**src/rtl/fila_pkg.sv**
```systemverilog
// Shared types and sizing for the fila byte-transfer path.
package fila_pkg;
    localparam int BYTE_W = 8;
    localparam int DEPTH  = 8;

    typedef enum logic [2:0] {
        IDLE,
        PUSH,
        ACK,
        RELEASE,
        FULL_WAIT
    } xfer_state_t;
endpackage

```
**src/rtl/fila_transfer_ctrl_tick_gen.sv**
```systemverilog
// Free-running clock-enable divider: one-cycle tick every DIV cycles.
// Latency: first tick in the DIV-th cycle after reset release.
// Backpressure: none, free-running.
module tick_gen #(
    parameter int DIV = 10
) (
    input  logic clock1MHz,
    input  logic reset,
    output logic tick
);
    localparam int CW = (DIV > 1) ? $clog2(DIV) : 1;

    logic [CW-1:0] r_count;

    always_ff @(posedge clock1MHz) begin
        if (reset) begin
            r_count <= '0;
        end else if (r_count == CW'(DIV - 1)) begin
            r_count <= '0;
        end else begin
            r_count <= r_count + CW'(1);
        end
    end

    assign tick = (r_count == CW'(DIV - 1));
endmodule

```
**src/rtl/fila_transfer_ctrl.sv**
```systemverilog
// Deserializer-to-fila byte sequencer with clock enables and paced dequeue; FILA_DROP_ON_FULL_EN drops bytes when full.
// Latency: data_ready -> enqueue_fila 1 cycle, enqueue_fila -> ack_serial 1 cycle; dequeue_fila combinational on tick_10k.
// Backpressure: withholds ack_serial (stalling the deserializer) while the fila is full.
module fila_transfer_ctrl #(
    parameter int DEPTH      = fila_pkg::DEPTH,
    parameter int DIV_FAST   = 10,
    parameter int DIV_SLOW   = 100,
    parameter int ACK_CYCLES = 10
) (
    input  logic       clock1MHz,
    input  logic       reset,
    input  logic       data_ready,
    input  logic [7:0] data_parallel,
    input  logic [7:0] fila_len,
    input  logic       dequeue_req,
    output logic       ack_serial,
    output logic       enqueue_fila,
    output logic [7:0] enqueue_data,
    output logic       dequeue_fila,
    output logic       tick_100k,
    output logic       tick_10k,
    output logic       status_busy
`ifdef FILA_DROP_ON_FULL_EN
    ,
    output logic [7:0] drop_count
`endif
);
    import fila_pkg::*;

    localparam int ACK_W = $clog2(ACK_CYCLES + 1);

    xfer_state_t             r_state;
    logic [BYTE_W-1:0]       r_byte;
    logic [ACK_W-1:0]        r_ack_cnt;
    logic                    w_room;

    assign w_room = (fila_len < 8'(DEPTH));

    tick_gen #(.DIV(DIV_FAST)) u_tick_fast (
        .clock1MHz (clock1MHz),
        .reset     (reset),
        .tick      (tick_100k)
    );

    tick_gen #(.DIV(DIV_SLOW)) u_tick_slow (
        .clock1MHz (clock1MHz),
        .reset     (reset),
        .tick      (tick_10k)
    );

    // One pop per slow period; fila_len is the fila's own registered count.
    assign dequeue_fila = tick_10k & dequeue_req & (fila_len != 8'd0);

`ifdef FILA_DROP_ON_FULL_EN
    logic [7:0] r_drop;
    assign drop_count = r_drop;
`endif

    always_ff @(posedge clock1MHz) begin
        if (reset) begin
            r_state      <= IDLE;
            r_byte       <= '0;
            r_ack_cnt    <= '0;
            ack_serial   <= 1'b0;
            enqueue_fila <= 1'b0;
            enqueue_data <= '0;
            status_busy  <= 1'b0;
`ifdef FILA_DROP_ON_FULL_EN
            r_drop       <= '0;
`endif
        end else begin
            enqueue_fila <= 1'b0;
            enqueue_data <= '0;
            case (r_state)
                IDLE: begin
                    if (data_ready) begin
                        r_byte      <= data_parallel;
                        status_busy <= 1'b1;
                        if (w_room) begin
                            r_state      <= PUSH;
                            enqueue_fila <= 1'b1;
                            enqueue_data <= data_parallel;
                        end else begin
`ifdef FILA_DROP_ON_FULL_EN
                            r_state    <= ACK;
                            ack_serial <= 1'b1;
                            r_ack_cnt  <= '0;
                            if (r_drop != 8'hFF) begin
                                r_drop <= r_drop + 8'd1;
                            end
`else
                            r_state <= FULL_WAIT;
`endif
                        end
                    end
                end
                PUSH: begin
                    r_state    <= ACK;
                    ack_serial <= 1'b1;
                    r_ack_cnt  <= '0;
                end
                ACK: begin
                    if (r_ack_cnt == ACK_W'(ACK_CYCLES - 1)) begin
                        r_state    <= RELEASE;
                        ack_serial <= 1'b0;
                    end else begin
                        r_ack_cnt <= r_ack_cnt + ACK_W'(1);
                    end
                end
                RELEASE: begin
                    // Wait for the deserializer to drop data_ready so one byte is never taken twice.
                    if (!data_ready) begin
                        r_state     <= IDLE;
                        status_busy <= 1'b0;
                    end
                end
                FULL_WAIT: begin
                    if (w_room) begin
                        r_state      <= PUSH;
                        enqueue_fila <= 1'b1;
                        enqueue_data <= r_byte;
                    end
                end
                default: begin
                    r_state     <= IDLE;
                    status_busy <= 1'b0;
                    ack_serial  <= 1'b0;
                end
            endcase
        end
    end
endmodule

```
**config.mk**
```make
export PLATFORM = sky130hd
export DESIGN_NAME = fila_transfer_ctrl
export DESIGN_NICKNAME = d
export VERILOG_FILES = /design/src/rtl/fila_pkg.sv /design/src/rtl/fila_transfer_ctrl_tick_gen.sv /design/src/rtl/fila_transfer_ctrl.sv
export SDC_FILE = /design/constraint.sdc
export NUM_CORES = 1
export LEC_CHECK = 0
export CAP_MARGIN = 10
export CORE_MARGIN = 5
export CORE_UTILIZATION = 50
export DETAILED_ROUTE_END_ITERATION = 12
export GPL_TIMING_DRIVEN = 0
export PLACE_DENSITY = 0.81
export SLEW_MARGIN = 40
export SYNTH_ARGS = -nofsm -noshare
export SYNTH_HDL_FRONTEND = slang
export SYNTH_SLANG_ARGS = --single-unit
export TNS_END_PERCENT = 1
```
**constraint.sdc**
```tcl
create_clock -name clock1MHz -period 1.65 [get_ports clock1MHz]
set_input_delay 0.33 -clock clock1MHz [delete_from_list [all_inputs] [get_ports clock1MHz]]
set_output_delay 0.33 -clock clock1MHz [all_outputs]
set_load 0.01 [all_outputs]
```
After elaboration in Yosys (flattened, before gate mapping)
Cells that the tools add are included.
W data, S select, Z words.
{"block": "op_classes", "order_cmp": 1, "n_reduce_logical": 12, "muxes": 20, "n_addsub": 3, "n_bitwise": 4, "eq_ne": 12}
{"operator": "$mux W8", "count": 3}
{"operator": "$pmux W8 S2", "count": 1}
{"operator": "$mux W3", "count": 5}
{"operator": "$pmux W3 S5", "count": 1}
{"operator": "$ne A2 B2 Y1 const B", "count": 5}
{"operator": "$add A4 B1 Y4 const B", "count": 2}
{"operator": "$eq A4 B4 Y1 const B", "count": 2}
{"operator": "$lt A8 B4 Y1 const B", "count": 1}
{"operator": "$pmux W4 S2", "count": 1}
{"operator": "$reduce_bool A8 Y1", "count": 1}
{"operator": "$add A7 B1 Y7 const B", "count": 1}
{"operator": "$eq A7 B7 Y1 const B", "count": 1}
{"operator": "$eq A3 B2 Y1 const B", "count": 2}
{"operator": "$pmux W1 S3", "count": 2}
{"operator": "$reduce_and A2 Y1", "count": 3}
{"operator": "$reduce_or A3 Y1", "count": 2}
{"operator": "$mux W1", "count": 5}
{"operator": "$mux W4", "count": 1}
{"operator": "$reduce_and A4 Y1", "count": 1}
{"operator": "$reduce_or A2 Y1", "count": 2}
{"operator": "$eq A3 B1 Y1 const B", "count": 1}
{"operator": "$eq A3 B3 Y1 const B", "count": 1}
{"operator": "$logic_not A3 Y1", "count": 1}
{"operator": "$reduce_and A3 Y1", "count": 1}
{"operator": "4 further kinds", "count": 6}
{"block": "totals", "output_inout_bits": 14, "ff_bits": 37, "input_bits": 20, "elab_cells": 61}

Depth between registers and ports, before layout
{"block": "depth", "ltp_word": 4, "mapped_depth": 5, "ltp_nobuf": 5}

Modules after synthesis
A second synthesis with hierarchy kept.
{"block": "unflattened", "cells_unflattened": 183, "area_unflattened_um2": 1620.3}
{"mod": "fila_transfer_ctrl", "area_per_inst_um2": 1129.8, "n_inst": 1, "seq_area_each_um2": 520.5, "cells_per_inst": 130}
{"mod": "tick_gen (u_tick_slow)", "area_per_inst_um2": 306.5, "n_inst": 1, "seq_area_each_um2": 140.1, "cells_per_inst": 33}
{"mod": "tick_gen (u_tick_fast)", "area_per_inst_um2": 183.9, "n_inst": 1, "seq_area_each_um2": 80.1, "cells_per_inst": 20}

Worst setup path before layout
OpenSTA, ideal clock, no wires.
{"block": "synth_timing", "path_type": "input-to-reg", "startpoint": "in fila_len[6]", "endpoint": "reg enqueue_data[0]", "required_ns": 1.584, "setup_ns": 0.066, "setup_slack_ns": 0.130, "stages": 4, "t_arrival_ns": 1.454, "n_path_buf": 1, "cell_sequence": "or4_4 -> or3b_1 -> buf_6 -> a21oi_2"}
{"block": "synth_via", "elab_chain_len": 4, "elab_cells_between_ends": 5, "classes_between": "order compare: 1; mux: 4"}
{"item": "from (decl)", "line_no": "fila_transfer_ctrl.sv:14", "source": "input logic [7:0] fila_len,"}
{"item": "$lt A8 B4 Y1 *", "line_no": "fila_transfer_ctrl.sv:37", "source": "assign w_room = (fila_len < 8'(DEPTH));"}
{"item": "$mux W8", "line_no": "fila_transfer_ctrl.sv:79", "source": "if (w_room) begin"}
{"item": "$mux W8", "line_no": "fila_transfer_ctrl.sv:76", "source": "if (data_ready) begin"}
{"item": "$pmux W8 S2 *", "line_no": "fila_transfer_ctrl.sv:74", "source": "case (r_state)"}
{"item": "to (signal assigned)", "line_no": "fila_transfer_ctrl.sv:82", "source": "enqueue_data <= data_parallel;"}
{"item": "to (signal assigned)", "line_no": "fila_transfer_ctrl.sv:121", "source": "enqueue_data <= r_byte;"}
{"item": "to (decl)", "line_no": "fila_transfer_ctrl.sv:18", "source": "output logic [7:0] enqueue_data,"}
Mark *: on every way between the ends. The rest lies on a longest branch, timed or not.
A chain may end at the register's enable or synchronous reset.

Final worst setup path
{"block": "layout_timing", "startpoint": "in fila_len[3]", "endpoint": "out dequeue_fila"}
{"block": "layout_via", "elab_chain_len": 2}
{"item": "$reduce_bool A8 Y1", "line_no": "fila_transfer_ctrl.sv:52", "source": "assign dequeue_fila = tick_10k & dequeue_req & (fila_len != 8'd0);"}
{"item": "$and A1 B1 Y1", "line_no": "fila_transfer_ctrl.sv:52"}
{"item": "to (decl)", "line_no": "fila_transfer_ctrl.sv:19", "source": "output logic dequeue_fila,"}
No other way between the ends.

==> tab_implementation.tex <==
\begin{tabular}{lr}
\hline
Metric & Value \\
\hline
\multicolumn{2}{l}{\textbf{Run status}} \\
\quad Outcome & finished, violations left \\
\quad Failing checks & setup timing \\
\multicolumn{2}{l}{\textbf{Power}} \\
\quad PnR Total Power & 1.59 mW \\
\quad Total leakage power & 0.782 nW \\
\quad Switching fraction of total power & 25.6\% \\
\quad Pint & 1.18 mW \\
\quad Fraction of power consumed by sequential logic & 59.8\% \\
\quad Clock Power Share & 28.3\% \\
\quad Net Switching & 407 uW \\
\quad Logic pwr share & 11.9\% \\
\quad Power density cells & 745 nW/um\^{}2 \\
\quad Highest ir drop seen on vdd & 429 uV \\
\multicolumn{2}{l}{\textbf{Layout}} \\
\quad Total non-filler cell area in the finished layout & 2130 sq um \\
\quad Non-filler instance count after layout & 269 \\
\quad Net count of the finished layout & 249 \\
\quad Antenna Diode Count & 0 \\
\quad Layout cells sized above 1 & 19.1\% \\
\quad Area added between synthesis and finish & 30.1\% \\
\multicolumn{2}{l}{\textbf{Global route}} \\
\quad Total gr overflow & 0 \\
\quad Maximum number of pins on one net before global-route repair & 13 \\
\quad Total GRT Usage & 18.1\% \\
\quad Antenna violations before repair & 0 \\
\quad Via count of the first global-routing pass & 1,492 \\
\quad First-pass GRT wire length & 6260 um \\
\multicolumn{2}{l}{\textbf{Timing}} \\
\quad Actual slew at the worst max-slew pin & 0.517 ns \\
\quad Hold\_ws & 0.439 ns \\
\quad Minimum setup slack in the final design & -0.0882 ns \\
\quad Setup TNS & -0.101 ns \\
\quad Worst slew margin relative to its limit & 65.4\% \\
\quad Slew Limit Fails & 0 \\
\quad Min cycle time layout & 1.74 ns \\
\quad Worst clock skew & 0.0124 ns \\
\quad Count of endpoints failing setup in the final report & 2 \\
\quad Crit share post-route & 105\% \\
\quad Highest clock frequency the design can meet & 0.575 GHz \\
\quad Number of hold violations in the final report & 0 \\
\quad Unrepaired setup endpoints after global routing & true \\
\multicolumn{2}{l}{\textbf{Worst setup path}} \\
\quad Nature of the critical path startpoint & primary input \\
\quad CP Max Fanout & 2 \\
\quad Required time worst endpoint & 1.32 ns \\
\quad Endpoint kind of the worst setup timing path & output pin \\
\quad Worst path arrival time & 1.41 ns \\
\quad Classification of the worst setup path & primary input to output pin \\
\multicolumn{2}{l}{\textbf{Place}} \\
\quad Area of placed instances & 2030 sq um \\
\quad Global placement routability congestion & 0.836 \\
\quad Post-detailed-placement half-perimeter wirelength & 2680 um \\
\quad Port Buf Inserts & 33 \\
\quad Placed cell count & 258 \\
\multicolumn{2}{l}{\textbf{Synth}} \\
\quad Sequential area share after synthesis & 45.2\% \\
\quad Syn. warnings & 0 \\
\quad Cell types occupying the most area after synthesis & sky130\_fd\_sc\_hd\_\_dfxtp\_1, sky130\_fd\_sc\_hd\_\_nand2\_1, sky130\_fd\_sc\_hd\_\_a21oi\_2 \\
\quad Yosys top cell by area & sky130\_fd\_sc\_hd\_\_dfxtp\_1 \\
\quad Number of unique standard cell types used by synthesis & 44 \\
\quad Net count after synthesis & 206 \\
\quad Synthesized instance count & 181 \\
\quad Syn Area/Cell & 9.06 sq um \\
\quad Most instantiated cells after synthesis & sky130\_fd\_sc\_hd\_\_dfxtp\_1, sky130\_fd\_sc\_hd\_\_nand2\_1, sky130\_fd\_sc\_hd\_\_nor2\_1, sky130\_fd\_sc\_hd\_\_a21oi\_1, sky130\_fd\_sc\_hd\_\_a21oi\_2 \\
\quad Prevailing post-synth register cell & sky130\_fd\_sc\_hd\_\_dfxtp\_1 \\
\quad Register bit count reported by yosys & 37 \\
\quad Library cell with the highest instance count after synthesis & sky130\_fd\_sc\_hd\_\_dfxtp\_1 \\
\quad Async set or reset register ratio after synthesis & 0\% \\
\quad Netlist area before placement & 1640 sq um \\
\quad Proportion of netlist area held by the largest area contributor & 45.2\% \\
\quad Number of synthesized flops with an enable pin & 0 \\
\multicolumn{2}{l}{\textbf{Run}} \\
\quad Max-cap violation count & 0 \\
\multicolumn{2}{l}{\textbf{Clocking}} \\
\quad Clock latency reported for the late side of the worst-skew pair & 0.34 ns \\
\quad Clock Tree Buf Depth & 2 \\
\quad Clock transition at path regs & 0.10 ns \\
\quad Num CTS Buffers & 5 \\
\quad Clock root cell & sky130\_fd\_sc\_hd\_\_clkbuf\_4 \\
\quad Total clock sinks & 37 \\
\quad CTS tree & built \\
\quad Number of H-tree branching levels & 2 \\
\multicolumn{2}{l}{\textbf{Die}} \\
\quad Starting density of the core & 52.8\% \\
\quad Rows & 20 \\
\quad Die Y & 67.3 um \\
\quad Placeable Area & 3100 sq um \\
\quad Top-level I/O count & 34 \\
\quad Chip Width & 67.3 um \\
\quad Floorplan die area & 4520 sq um \\
\multicolumn{2}{l}{\textbf{Routing}} \\
\quad First drt pass iteration count & 4 \\
\quad Iter 0 DRT Violations & 60 \\
\quad Average wire length per cell after detail routing & 13.7 um \\
\quad DRC errors left & 0 \\
\quad Total detailed-routing wirelength & 3670 um \\
\quad Remaining number of nets flagged by the antenna check after routing & 0 \\
\quad Number of vias in the routed layout & 1,454 \\
\quad Via count normalized by instance count & 5.41 \\
\multicolumn{2}{l}{\textbf{Min path}} \\
\quad Class of the worst hold path & primary input to flop \\
\hline
\end{tabular}
-- sequential cells by signal, summed over array words and instances, names as in the netlist --
| register | cells |
|---|---|
| ack_serial | 1 |
| enqueue_data | 8 |
| enqueue_fila | 1 |
| r_ack_cnt | 4 |
| r_byte | 8 |
| r_state | 3 |
| status_busy | 1 |
| u_tick_fast.r_count | 4 |
| u_tick_slow.r_count | 7 |
-- power by group through the flow --
stage                     sequential (mW)  combinational (mW)  clock, mW
after floorplan                     0.967              0.0979          0
after global placement              0.967               0.172          0
after detailed placement            0.970               0.183          0
after CTS                           0.949               0.189      0.465
after global routing                0.956               0.209      0.511
final                               0.950               0.189      0.450
-- cells by family after synthesis --
family / count (synthesis) / share of synthesized area (%)
multiplexers: 2 / 1.22
flip-flops: 37 / 45.2
AO/OA/AOI/OAI: 39 / 15.6
adder cells (fa/ha/maj): 5 / 3.82
XOR/XNOR: 5 / 2.67
AND/OR/NAND/NOR: 79 / 27.2
buffers and inverters: 14 / 4.27
-- placed cells by master, fill, tap and decap left out, types with 3 or more instances in the layout --
cell type and count:
sky130_fd_sc_hd__a21oi_2 8, sky130_fd_sc_hd__clkbuf_1 3, sky130_fd_sc_hd__dfxtp_1 31, sky130_fd_sc_hd__buf_4 3
sky130_fd_sc_hd__nor2_1 13, sky130_fd_sc_hd__nand3_1 3, sky130_fd_sc_hd__a211o_1 3, sky130_fd_sc_hd__or3b_1 3
sky130_fd_sc_hd__nand3b_1 5, sky130_fd_sc_hd__clkdlybuf4s50_1 25, sky130_fd_sc_hd__clkdlybuf4s15_1 3, sky130_fd_sc_hd__clkbuf_4 5
sky130_fd_sc_hd__nand2_1 28, sky130_fd_sc_hd__a21oi_1 12, sky130_fd_sc_hd__inv_1 6, sky130_fd_sc_hd__buf_2 5
sky130_fd_sc_hd__ha_1 5, sky130_fd_sc_hd__a31oi_1 4, sky130_fd_sc_hd__xnor2_1 3, sky130_fd_sc_hd__o21ai_0 6
sky130_fd_sc_hd__dfxtp_2 5
-- critical path, stage by stage --
cell,delay (ns)
sky130_fd_sc_hd__clkdlybuf4s15_1,0.16
sky130_fd_sc_hd__or4_4,0.57
sky130_fd_sc_hd__nor2_4,0.14
sky130_fd_sc_hd__a21oi_1,0.07
sky130_fd_sc_hd__buf_2,0.14
-- stage by stage --
step	worst slack (ns)	util (%)
floorplan	0.130	-
global route	-0.176	68.7
finish	-0.0882	68.7
detailed placement	-0.693	65.4
global placement	-0.693	65.2
CTS	-0.0833	68.3
-- what timing repair did --
item,in CTS,in global routing
setup endpoints to repair,3,7
setup buffers,3,0
gates resized for setup,28,5
pin swaps,6,1
gates cloned,0,0
hold buffers,0,0
-- final timing paths --
path              slack [ns]  depth (start not counted)                                end                              start
setup / recovery       -0.09                          5                       dequeue_fila                        fila_len[3]
hold / removal          0.44                          3            r_state[1]$_SDFFE_PP0P_                         data_ready
setup reg to reg        0.14                          5             r_byte[0]$_SDFFE_PP0P_            r_state[1]$_SDFFE_PP0P_
hold reg to reg         0.46                          1  u_tick_fast.r_count[0]$_SDFF_PP0_  u_tick_fast.r_count[0]$_SDFF_PP0_
-- cell type report --
type	count	area (sq um)
Multi-Input combinational cell	130	862
Buffer	8	47.5
Timing Repair Buffer	36	339
Sequential cell	37	751
Clock buffer	5	37.5
Inverter	6	22.5
Clock inverter	3	17.5
Tap cell	44	55.1
Fill cell	285	971
-- metal layers --
metal | track usage, % | up-vias | part of all wire (%)
li1 | - | 720 | -
met1 | 19.8 | 673 | 43
met2 | 31.8 | 52 | 48
met3 | 5.82 | 9 | 6.7
met4 | 8.10 | 0 | 2.2
met5 | 0 | - | 0
Power figures use the tool's default switching activity.
